==> config.mk <==
export PLATFORM = sky130hd
export DESIGN_NAME = seven_seg_capture
export DESIGN_NICKNAME = d
export VERILOG_FILES = /design/src/rtl/seven_seg_capture.sv
export SDC_FILE = /design/constraint.sdc
export NUM_CORES = 1
export LEC_CHECK = 0
export CAP_MARGIN = 5
export CORE_ASPECT_RATIO = 1.25
export CORE_MARGIN = 4
export CORE_UTILIZATION = 45
export CTS_BUF_LIST = sky130_fd_sc_hd__clkbuf_4 sky130_fd_sc_hd__clkbuf_8
export DETAILED_ROUTE_END_ITERATION = 8
export PLACE_DENSITY = 0.67
export SLEW_MARGIN = 15
export SYNTH_ARGS = -nofsm -noshare
export SYNTH_HDL_FRONTEND = slang
export SYNTH_SLANG_ARGS = --single-unit
==> constraint.sdc <==
create_clock -name clk -period 3.5 [get_ports clk]
set_input_delay 0.525 -clock clk [delete_from_list [all_inputs] [get_ports clk]]
set_output_delay 0.525 -clock clk [all_outputs]
set_load 0.01 [all_outputs]
==> src/rtl/seven_seg_capture.sv <==
`default_nettype none
// ============================================================================
//  Module      : seven_seg_capture
//  Description : Samples a time-multiplexed active-low seven-segment bus,
//                qualifies each digit for stability, decodes segment patterns
//                back to hex nibbles and presents whole words on a one-entry
//                valid/ready output with overrun indication.
//  Revision    : 1.0 - initial release
// ============================================================================
module seven_seg_capture #(
    parameter int NUM_DIGITS    = 4,
    parameter int STABLE_CYCLES = 3
) (
    input  logic                    clk,
    input  logic                    rst_n,
    input  logic [6:0]              seg_in,
    input  logic [NUM_DIGITS-1:0]   digit_sel_n,
    output logic                    out_valid,
    input  logic                    out_ready,
    output logic [4*NUM_DIGITS-1:0] out_value,
    output logic [NUM_DIGITS-1:0]   out_err,
    output logic                    overrun
);

    localparam int                    CW          = $clog2(STABLE_CYCLES + 1);
    localparam logic [CW-1:0]         C_STABLE    = CW'(STABLE_CYCLES);
    localparam logic [CW-1:0]         C_STABLE_M1 = CW'(STABLE_CYCLES - 1);
    localparam logic [CW-1:0]         C_ONE       = CW'(1);
    localparam logic [NUM_DIGITS-1:0] C_ALL_SET   = '1;

    // True when exactly one select line is driven low.
    function automatic logic onehot_low(input logic [NUM_DIGITS-1:0] sel_n);
        int zeros;
        zeros = 0;
        for (int i = 0; i < NUM_DIGITS; i++) begin
            if (!sel_n[i]) zeros++;
        end
        return (zeros == 1);
    endfunction

    // Returns {err, nibble}; unknown patterns decode to nibble 0 with err set.
    function automatic logic [4:0] decode(input logic [6:0] seg);
        logic [4:0] r;
        case (seg)
            7'b1000000: r = 5'h00;
            7'b1111001: r = 5'h01;
            7'b0100100: r = 5'h02;
            7'b0110000: r = 5'h03;
            7'b0011001: r = 5'h04;
            7'b0010010: r = 5'h05;
            7'b0000010: r = 5'h06;
            7'b1111000: r = 5'h07;
            7'b0000000: r = 5'h08;
            7'b0010000: r = 5'h09;
            7'b0001000: r = 5'h0A;
            7'b0000011: r = 5'h0B;
            7'b1000110: r = 5'h0C;
            7'b0100001: r = 5'h0D;
            7'b0000110: r = 5'h0E;
            7'b0001110: r = 5'h0F;
            default:    r = 5'h10;
        endcase
        return r;
    endfunction

    logic [6:0]              seg_q, seg_d;
    logic [NUM_DIGITS-1:0]   sel_q, sel_d;
    logic [CW-1:0]           cnt_q, cnt_d;
    logic                    hit_q, hit_d;
    logic [NUM_DIGITS-1:0]   mask_q, mask_d;
    logic [4*NUM_DIGITS-1:0] slot_val_q, slot_val_d;
    logic [NUM_DIGITS-1:0]   slot_err_q, slot_err_d;
    logic                    out_valid_q, out_valid_d;
    logic [4*NUM_DIGITS-1:0] out_value_q, out_value_d;
    logic [NUM_DIGITS-1:0]   out_err_q, out_err_d;
    logic                    overrun_q, overrun_d;
    logic [4:0]              w_dec;
    logic                    w_frame_done;

    assign w_dec        = decode(seg_q);
    assign w_frame_done = (mask_q == C_ALL_SET);

    // Input registering and stability tracking. The counter describes the pair
    // being registered this edge, so it reaches STABLE_CYCLES right after the
    // last qualifying edge; hit marks the single cycle a run first qualifies.
    always_comb begin
        seg_d = seg_in;
        sel_d = digit_sel_n;
        cnt_d = cnt_q;
        hit_d = 1'b0;
        if (!onehot_low(digit_sel_n)) begin
            cnt_d = '0;
        end else if ({seg_in, digit_sel_n} != {seg_q, sel_q}) begin
            cnt_d = C_ONE;
            hit_d = (STABLE_CYCLES == 1);
        end else if (cnt_q != C_STABLE) begin
            cnt_d = cnt_q + C_ONE;
            hit_d = (cnt_q == C_STABLE_M1);
        end
    end

    // Frame assembly and output handshake. A frame completing while the
    // output is still held (and not being accepted) is dropped with overrun.
    always_comb begin
        mask_d      = mask_q;
        slot_val_d  = slot_val_q;
        slot_err_d  = slot_err_q;
        out_valid_d = out_valid_q;
        out_value_d = out_value_q;
        out_err_d   = out_err_q;
        overrun_d   = 1'b0;
        if (w_frame_done) begin
            mask_d = '0;
            if (!out_valid_q || out_ready) begin
                out_valid_d = 1'b1;
                out_value_d = slot_val_q;
                out_err_d   = slot_err_q;
            end else begin
                overrun_d = 1'b1;
            end
        end else if (out_valid_q && out_ready) begin
            out_valid_d = 1'b0;
        end
        // A capture in the completion cycle belongs to the next frame.
        if (hit_q) begin
            for (int i = 0; i < NUM_DIGITS; i++) begin
                if (!sel_q[i]) begin
                    slot_val_d[4*i +: 4] = w_dec[3:0];
                    slot_err_d[i]        = w_dec[4];
                    mask_d[i]            = 1'b1;
                end
            end
        end
    end

    // Input stage and stability state registers.
    always_ff @(posedge clk or negedge rst_n) begin
        if (!rst_n) begin
            seg_q <= '1;
            sel_q <= '1;
            cnt_q <= '0;
            hit_q <= 1'b0;
        end else begin
            seg_q <= seg_d;
            sel_q <= sel_d;
            cnt_q <= cnt_d;
            hit_q <= hit_d;
        end
    end

    // Slot storage and output registers.
    always_ff @(posedge clk or negedge rst_n) begin
        if (!rst_n) begin
            mask_q      <= '0;
            slot_val_q  <= '0;
            slot_err_q  <= '0;
            out_valid_q <= 1'b0;
            out_value_q <= '0;
            out_err_q   <= '0;
            overrun_q   <= 1'b0;
        end else begin
            mask_q      <= mask_d;
            slot_val_q  <= slot_val_d;
            slot_err_q  <= slot_err_d;
            out_valid_q <= out_valid_d;
            out_value_q <= out_value_d;
            out_err_q   <= out_err_d;
            overrun_q   <= overrun_d;
        end
    end

    assign out_valid = out_valid_q;
    assign out_value = out_value_q;
    assign out_err   = out_err_q;
    assign overrun   = overrun_q;

endmodule
`default_nettype wire

After elaboration in Yosys (flattened, before gate mapping)
Index checks and enable logic that the tools add are counted.

Word-level logic and storage cells: 80. Bits in registers: 60. Input port bits: 14.

$add $sub $neg: 4. Eq/ne operators: 22. Multiplexer cells: 22. Reduce and logical (&&, ||, !) cells: 11. Bitwise operators: 4.

Operators with widths (number): 32-bit by 2-bit adder with 32-bit output, second input constant (3); 32-bit 2-to-1 mux (3); 5-bit case mux with 16 select lines (1); 32-bit by 2-bit == test with 1-bit output, second input constant (1); 7-bit == test, second input constant (4); 7-bit by 5-bit == test with 1-bit output, second input constant (3); 7-bit by 6-bit == test with 1-bit output, second input constant (3); 7-bit by 2-bit == test with 1-bit output, second input constant (2); 7-bit by 4-bit == test with 1-bit output, second input constant (2); 1-bit 2-to-1 mux (13); 2-bit AND reduction (6); 11-bit inequality test (1); 4-bit 2-to-1 mux (2); 7-bit by 3-bit == test with 1-bit output, second input constant (1); 7-bit zero test (1); 2-bit 2-to-1 mux (3); 4-bit == test, second input constant (1); 1-bit inverter (4); 3-bit by 1-bit inequality test with 1-bit output, second input constant (1); 2-bit by 1-bit adder with 2-bit output, second input constant (1); 2-bit == test, second input constant (1); 2-bit by 1-bit inequality test with 1-bit output, second input constant (1); 2-bit inequality test, second input constant (1); 2-bit nonzero test (1); 3 further kinds (3).

Longest topological paths before layout
Gate-level depths: netlist of run 1.

Depth in word-level cells: 9. Gate-level depth with buffers: 9. Gate-level depth less buffers: 9.

Least setup slack after synthesis of run 1
Ideal clock, no wire load.

Path kind: input -> register. Start: input digit_sel_n[0]. End: register cnt_q[0]. Data required time: 3427 ps. Data arrival time: 2071 ps. Setup slack: 1357 ps. Setup time: 73 ps. Stages: 7. Cell sequence: inv_1 > ha_1 > xnor2_1 > ha_1 > or4_4 > o21ai_2 > a21boi_2.

Word-level cells in the longest chain between the ends: 9. Elaborated cells on any way between the ends: 12.

RTL lines: from (decl) (line 17) `input logic [NUM_DIGITS-1:0] digit_sel_n,`; 1-bit 2-to-1 mux (line 36) `if (!sel_n[i]) zeros++;`; 32-bit by 2-bit adder with 32-bit output (line 36); 32-bit 2-to-1 mux (line 36); 32-bit by 2-bit adder with 32-bit output (line 36); 32-bit 2-to-1 mux (line 36); 32-bit by 2-bit adder with 32-bit output (line 36); 32-bit 2-to-1 mux (line 36); 32-bit by 2-bit == test with 1-bit output (line 38) `return (zeros == 1);`; 3-bit by 1-bit inequality test with 1-bit output (no line) or 2-bit 2-to-1 mux (tied branches); to (signal assigned) (line 146) `cnt_q <= cnt_d;`; to (decl) (line 68) `logic [CW-1:0] cnt_q, cnt_d;`.

Several ways; a longest one is shown, not always the timed one. A chain may end at the register's enable or synchronous reset.

Worst setup path after layout of run 1
Start: input digit_sel_n[0]. End: register hit_q.

Word-level cells in the longest chain between the ends: 9. Elaborated cells on any way between the ends: 11.

RTL lines: 1-bit 2-to-1 mux (line 36); 32-bit by 2-bit adder with 32-bit output (line 36); 32-bit 2-to-1 mux (line 36); 32-bit by 2-bit adder with 32-bit output (line 36); 32-bit 2-to-1 mux (line 36); 32-bit by 2-bit adder with 32-bit output (line 36); 32-bit 2-to-1 mux (line 36); 32-bit by 2-bit == test with 1-bit output (line 38); 1-bit 2-to-1 mux (*) (line 91) `if (!onehot_low(digit_sel_n)) begin`; via hit_d (line 69) `logic hit_q, hit_d;`; to (signal assigned) (line 147) `hit_q <= hit_d;`; to (decl) (line 69).

The timed path passes the listed nets; every way through them passes the cells marked *.

==> results of run 1 <==
area by class of cell:
type | instances | area, µm²
timing repair buffer | 37 | 360
inverter | 6 | 22.5
fill | 515 | 2520
sequential | 60 | 1520
multi-input combinational | 162 | 1120
clock buffer | 9 | 124
tap | 82 | 103
clock inverter | 7 | 98.8
synthesized netlist by cell type (all sizes together) (2+ instances only):
cell type	instances
dfrtp	49
nand2	37
o21ai	24
mux2	20
xnor2	14
dfstp	11
buf	10
nor2	7
inv	6
nand4b	6
nor3	6
ha	5
nand2b	5
clkbuf	4
nand4	4
a31oi	3
nand3	3
nor2b	3
a21oi	2
and2	2
and3	2
nand3b	2
xor2	2
metrics by stage:
| step | instance area [µm²] | cells |
|---|---|---|
| after CTS | 3340 | 363 |
| final | 3340 | 363 |
| after global routing | 3340 | 363 |
| after floorplan | 2730 | 242 |
| after global placement | 3120 | 347 |
| after detailed placement | 3120 | 347 |
layer usage:
| metal | track usage (%) | vias up |
|---|---|---|
| li1 | - | 911 |
| met1 | 16.4 | 873 |
| met2 | 24.4 | 32 |
| met3 | 4.63 | 12 |
| met4 | 7.57 | 0 |
| met5 | 0 | - |
final timing paths:
path                       slack [ns]                        end
setup / recovery                 1.03            hit_q$_DFF_PN0_
hold / removal                   0.29        mask_q[3]$_DFF_PN0_
setup reg to reg                 1.68  slot_err_q[3]$_DFFE_PN0P_
hold reg to reg                  0.48  out_value[12]$_DFFE_PN0P_
max in group asynchronous        2.44     out_err[2]$_DFFE_PN0P_
min in group clk                 0.48  out_value[12]$_DFFE_PN0P_
flip-flops by register name (all words and copies together), names as in the netlist:
name	cells
overrun	1
mask_q	4
hit_q	1
slot_err_q	4
out_value	16
cnt_q	2
out_valid	1
slot_val_q	16
out_err	4
sel_q	4
seg_q	7
power groups by stage:
stage               Sequential (µW)  Clock, µW  Combinational, µW
floorplan                       725          0               65.8
CTS                             727        718               93.0
detailed placement              739          0               92.8
global route                    729        744                102
global placement                740          0               90.3
finish                          727        700               90.6
kinds of logic (layout without fill, tap and decap cells):
logic type      after synthesis  after routing
mux                          21             21
buf+inv                      20             59
fa+ha+maj                     5              5
compound gates               39             39
xor+xnor                     16             16
simple gates                 81             81
flops                        60             60
==> flow_summary_export.csv, run 1 <==
group,metric,value,unit
setup_path,path_common_cell,"ha_1",
clocking,insertion_delay,0.35,ns
logic_synthesis,ys.flop_type,"dfrtp_1",
power,p_int,1160,µW
clocking,tritoncts,"done",
setup_path,critical_path.max_stage_delay,0.54,ns
setup_path,rr_worst_depth,5,
detailed_routing,firstDrtPassIters,4,
finish,area_growth,22.3,%
logic_synthesis,synth-simple-area-share,15.7,%
logic_synthesis,synth.cell_area,2730,µm²
detailed_routing,wl,4970,µm
power,finalPower,1520,µW
timing,fmax,405,MHz
clocking,post_cts_buffers,0,
clocking,clock-sinks,60,
timing,setup_viol,0,
clocking,ctsResizeCount,0,
die,die_w,77.7,µm
finish,n_antenna_cell,0,
logic_synthesis,yosysSeqAreaShare,55.5,%
power,netSwitchingFraction,23.7,%
setup_path,cp.depth,8,
detailed_routing,top_layer,"met4",
global_route,grt_overflow_total,0,
run_status,outcome,"finished clean",
detailed_routing,wl_met2,2480,µm
logic_synthesis,synth.distinct_cells,45,
timing,skew,0.0130,ns
global_route,antenna_found_initial,0,
finish,drive_above_1_share,16.7,%
finish,final_cell_mix,"dfrtp_1, nand2_1, clkdlybuf4s50_1",
detailed_routing,drc,0,
timing,post-route-min-period,2.47,ns
die,row_count,31,
detailed_routing,wl_met3,228,µm
power,clkPwrFrac,46.1,%
clocking,cts.path.max_buffers,2,
logic_synthesis,synth_area_leader_cell,"dfrtp_1",
power,seqPwrFrac,47.9,%
power,p_switching,360,µW
setup_path,cp_num_buf_inv,2,
setup_path,path_cells,"clkdlybuf4s50_1, inv_1, ha_1, xnor2_1, ha_1, or4_4, o21ai_2, and3_1",
flow_run,max_cap_viol_count,0,
setup_path,slowest_stage,"clkdlybuf4s50_1",
setup_path,cp_top_family,"simple AND/OR/NAND/NOR gates",
die,core,5860,µm²
logic_synthesis,ys_ff_latch,60,
logic_synthesis,synth_edf_count,0,
timing,relSlewSlack,42.5,%
logic_synthesis,ys_warn_count,0,
detailed_routing,drtAntennaViolNets,0,
die,die_h,95.1,µm
timing,drv_slew,0,
clocking,htree_levels,3,
logic_synthesis,synth_fa_ha_area_share,2.29,%
detailed_routing,vias,1828,
logic_synthesis,synth_top_family_by_area,"simple AND/OR/NAND/NOR gates",
logic_synthesis,syn_nets,261,
power,irDropWorstVdd,0.210,mV
global_route,grt_pass1_vias,1765,
logic_synthesis,synth_compound_area_share,9.17,%
global_route,grt_pass1_wl,8170,µm
detailed_routing,viasPerCell,5.04,
timing,worst_pin_slew,0.862,ns
setup_path,critPathLaunchType,"primary input",
logic_synthesis,async_flop_share,100,%
power,p_leak,0.00147,µW
die,dieArea,7380,µm²
logic_synthesis,syn-instance-count,242,
logic_synthesis,synth_top_area_share,44.9,%
setup_path,crit_path_start,"digit_sel_n[0]",
logic_synthesis,synthMuxAreaShare,8.62,%
logic_synthesis,synth_area_leaders,"dfrtp_1, dfstp_2, nand2_1",
detailed_routing,m1WireLength,2120,µm
placement,port-buffer-count,35,
global_route,grt_max_degree,42,
logic_synthesis,synth-xor-area-share,5.13,%
detailed_routing,wl_per_cell,13.7,µm
setup_path,worst_setup_path_end_kind,"register",
placement,pre_cts_ws,0.661,ns
timing,layout_setup_ws,1.03,ns
placement,dp_hpwl,3480,µm
finish,layout_commonest_cell,"dfrtp_1",
finish,final_nets,295,
hold_path,min_path_type,"primary input to asynchronous set/reset pin",
timing,finalHoldViolations,0,
setup_path,critical_path_required,3.78,ns
finish,final_util,57.0,%
setup_path,rr_startpoint,"seg_q[3]$_DFF_PN1_",
timing,holdWs,0.291,ns
clocking,clkTransAtPathRegs,0.08,ns
power,power_frac_comb,6.0,%
timing,fin_setup_tns,0,ns
placement,gp_congestion,0.876,
die,ios,36,
timing,rsz0062_at_grt,"no",
global_route,gr-usage-all-layers,14.5,%
setup_path,critPathArrivalTime,2.75,ns
setup_path,crit_fanout,4,
detailed_routing,drt-initial-drc-count,74,
setup_path,critical_path_class,"primary input to register",
clocking,cts_hold_buf,0,
clocking,cts-root-buf,"clkbuf_8",
die,start_util,46.6,%
logic_synthesis,synth_area_per_cell,11.3,µm²
timing,finalCritPeriodShare,70.5,%
power,cellPowerDensity,455,nW/µm²
clocking,cts_buffers,9,
Note: power is estimated with default switching activity, not from simulation.
==> run 2, diff against run 1 <==
==> constraint.sdc (replaced) <==
create_clock -name clk -period 2.45 [get_ports clk]
set_input_delay 0.3675 -clock clk [delete_from_list [all_inputs] [get_ports clk]]
set_output_delay 0.3675 -clock clk [all_outputs]
set_load 0.01 [all_outputs]
==> run 2 against run 1 <==
Cell count rose by 1.1%. Worst hold slack lost 0.23 ns. Via count rose by 2.4%. Non-clock buffer count up 4. Global-route usage is 0.62 points higher. Clock skew fell by 0.0075 ns. Power up 47%. Largest cell class unchanged.
==> flow_summary_export.csv, run 2 (synthesis results as in run 1) <==
group,metric,value,unit
run_status,outcome,"finished clean",
finish,area_growth,24.5,%
power,cellPowerDensity,655,nW/µm²
clocking,cts_hold_buf,0,
timing,fmax,456,MHz
setup_path,worst_setup_path_end_kind,"register",
clocking,cts_buffers,9,
clocking,ctsResizeCount,0,
detailed_routing,wl_per_cell,13.6,µm
clocking,htree_levels,3,
finish,n_antenna_cell,0,
flow_run,max_cap_viol_count,0,
setup_path,path_common_cell,"ha_1",
global_route,grt_pass1_wl,8590,µm
clocking,clkTransAtPathRegs,0.07,ns
finish,fillCellCount,512,
finish,final_nets,299,
timing,finalHoldViolations,0,
timing,layout_setup_ws,0.255,ns
die,dieArea,7380,µm²
timing,rsz0062_at_grt,"no",
detailed_routing,drt-initial-drc-count,83,
global_route,grt_overflow_total,0,
clocking,insertion_delay,0.33,ns
setup_path,slowest_stage,"or4_4",
die,row_count,31,
placement,pre_cts_ws,-0.0904,ns
clocking,post_cts_buffers,0,
timing,skew,0.00549,ns
placement,dp_hpwl,3550,µm
clocking,tritoncts,"done",
detailed_routing,firstDrtPassIters,4,
setup_path,critPathLaunchType,"primary input",
power,p_leak,0.00150,µW
setup_path,critical_path.max_stage_delay,0.51,ns
hold_path,min_path_type,"primary input to asynchronous set/reset pin",
detailed_routing,vias,1871,
detailed_routing,drc,0,
global_route,gr-usage-all-layers,15.1,%
placement,port-buffer-count,35,
setup_path,critical_path_class,"primary input to register",
finish,seq_area,1520,µm²
detailed_routing,viasPerCell,5.10,
setup_path,crit_fanout,3,
setup_path,cp_top_family,"adder cells",
timing,relSlewSlack,57.7,%
clocking,cts.path.max_buffers,2,
timing,finalCritPeriodShare,89.6,%
timing,post-route-min-period,2.20,ns
die,die_w,77.7,µm
finish,drive_above_1_share,17.9,%
detailed_routing,wl,4970,µm
setup_path,path_cells,"clkdlybuf4s50_1, inv_1, ha_1, xnor2_1, ha_1, or4_4, o21ai_2, a21boi_2",
clocking,cts-root-buf,"clkbuf_8",
die,die_h,95.1,µm
global_route,grt_max_degree,34,
die,ios,36,
timing,setup_viol,0,
finish,final_util,58.0,%
die,start_util,46.6,%
die,core,5860,µm²
finish,layout_commonest_cell,"dfrtp_1",
setup_path,cp_num_buf_inv,2,
finish,final_cell_mix,"dfrtp_1, nand2_1, clkdlybuf4s50_1",
timing,drv_slew,0,
placement,gp_congestion,0.838,
timing,worst_pin_slew,0.635,ns
global_route,antenna_found_initial,0,
setup_path,critical_path_required,2.72,ns
detailed_routing,drtAntennaViolNets,0,
clocking,clock-sinks,60,
power,irDropWorstVdd,0.339,mV
setup_path,critPathArrivalTime,2.46,ns
finish,multiInputGateArea,1120,µm²
global_route,grt_pass1_vias,1855,
## run 2: cell count changes in the layout (fill, tap and decap cells not counted), sizes merged
cell,before,now
clkbuf,9,13
inv,8,6
clkinv,2,0
buf,3,7
## run 2: cell type report
type | count | share of cell area [%]
Sequential cell | 60 | 44.6
Inverter | 6 | 0.662
Timing Repair Buffer | 41 | 11.9
Tap cell | 82 | 3.02
Clock buffer | 13 | 5.08
Clock inverter | 3 | 1.99
Multi-Input combinational cell | 162 | 32.8
## run 2: through the flow
stage / power, µW / hold WS (ns) / cells / setup TNS (ns) / cell area (µm²)
floorplan: 1130 / 0.0719 / 242 / 0 / 2730
CTS: 2250 / 0.0655 / 367 / 0 / 3400
detailed placement: 1200 / 0.428 / 351 / -0.222 / 3160
global route: 2310 / 0.0959 / 367 / 0 / 3400
global placement: 1200 / 0.428 / 351 / -0.0772 / 3160
finish: 2230 / 0.0590 / 367 / 0 / 3400
## run 2: worst paths after layout
kind,from,end,slack (ns),cells past startpoint
worst max-delay path,digit_sel_n[0],cnt_q[0]$_DFFE_PN0P_,0.25,8
worst min-delay path,rst_n,out_value[8]$_DFFE_PN0P_,0.06,1
worst max register to register,seg_q[3]$_DFF_PN1_,slot_val_q[9]$_DFFE_PN0P_,0.61,5
worst min register to register,out_value[12]$_DFFE_PN0P_,out_value[12]$_DFFE_PN0P_,0.48,1
max in group asynchronous,rst_n,sel_q[1]$_DFF_PN1_,1.73,2
min in group clk,out_value[12]$_DFFE_PN0P_,out_value[12]$_DFFE_PN0P_,0.48,1
## run 2: layer usage
layer | global-route usage, % | up-vias | share of wire, %
met5 | 0 | - | 0
met4 | 9.50 | 0 | 2.8
met3 | 3.12 | 11 | 4.3
met2 | 24.2 | 48 | 49
met1 | 18.6 | 898 | 44
li1 | - | 914 | -
## run 2: power breakdown
part	internal [µW]	total, µW	switching, µW	leakage, µW
combinational	72.8	140	66.8	0.000585
clock	668	1050	380	0.000119
sequential	1010	1040	28.5	0.000800
total	1750	2230	475	0.00150
==> run 3, diff against run 2 <==
--- a/config.mk
+++ b/config.mk
@@ -10,6 +10,7 @@
 export CORE_MARGIN = 4
 export CORE_UTILIZATION = 45
 export CTS_BUF_LIST = sky130_fd_sc_hd__clkbuf_4 sky130_fd_sc_hd__clkbuf_8
+export CTS_CLUSTER_DIAMETER = 60
 export DETAILED_ROUTE_END_ITERATION = 8
 export PLACE_DENSITY = 0.67
 export SLEW_MARGIN = 15
==> results of run 3 <==
Final layout, timing and power as in run 2 (identical DEF).
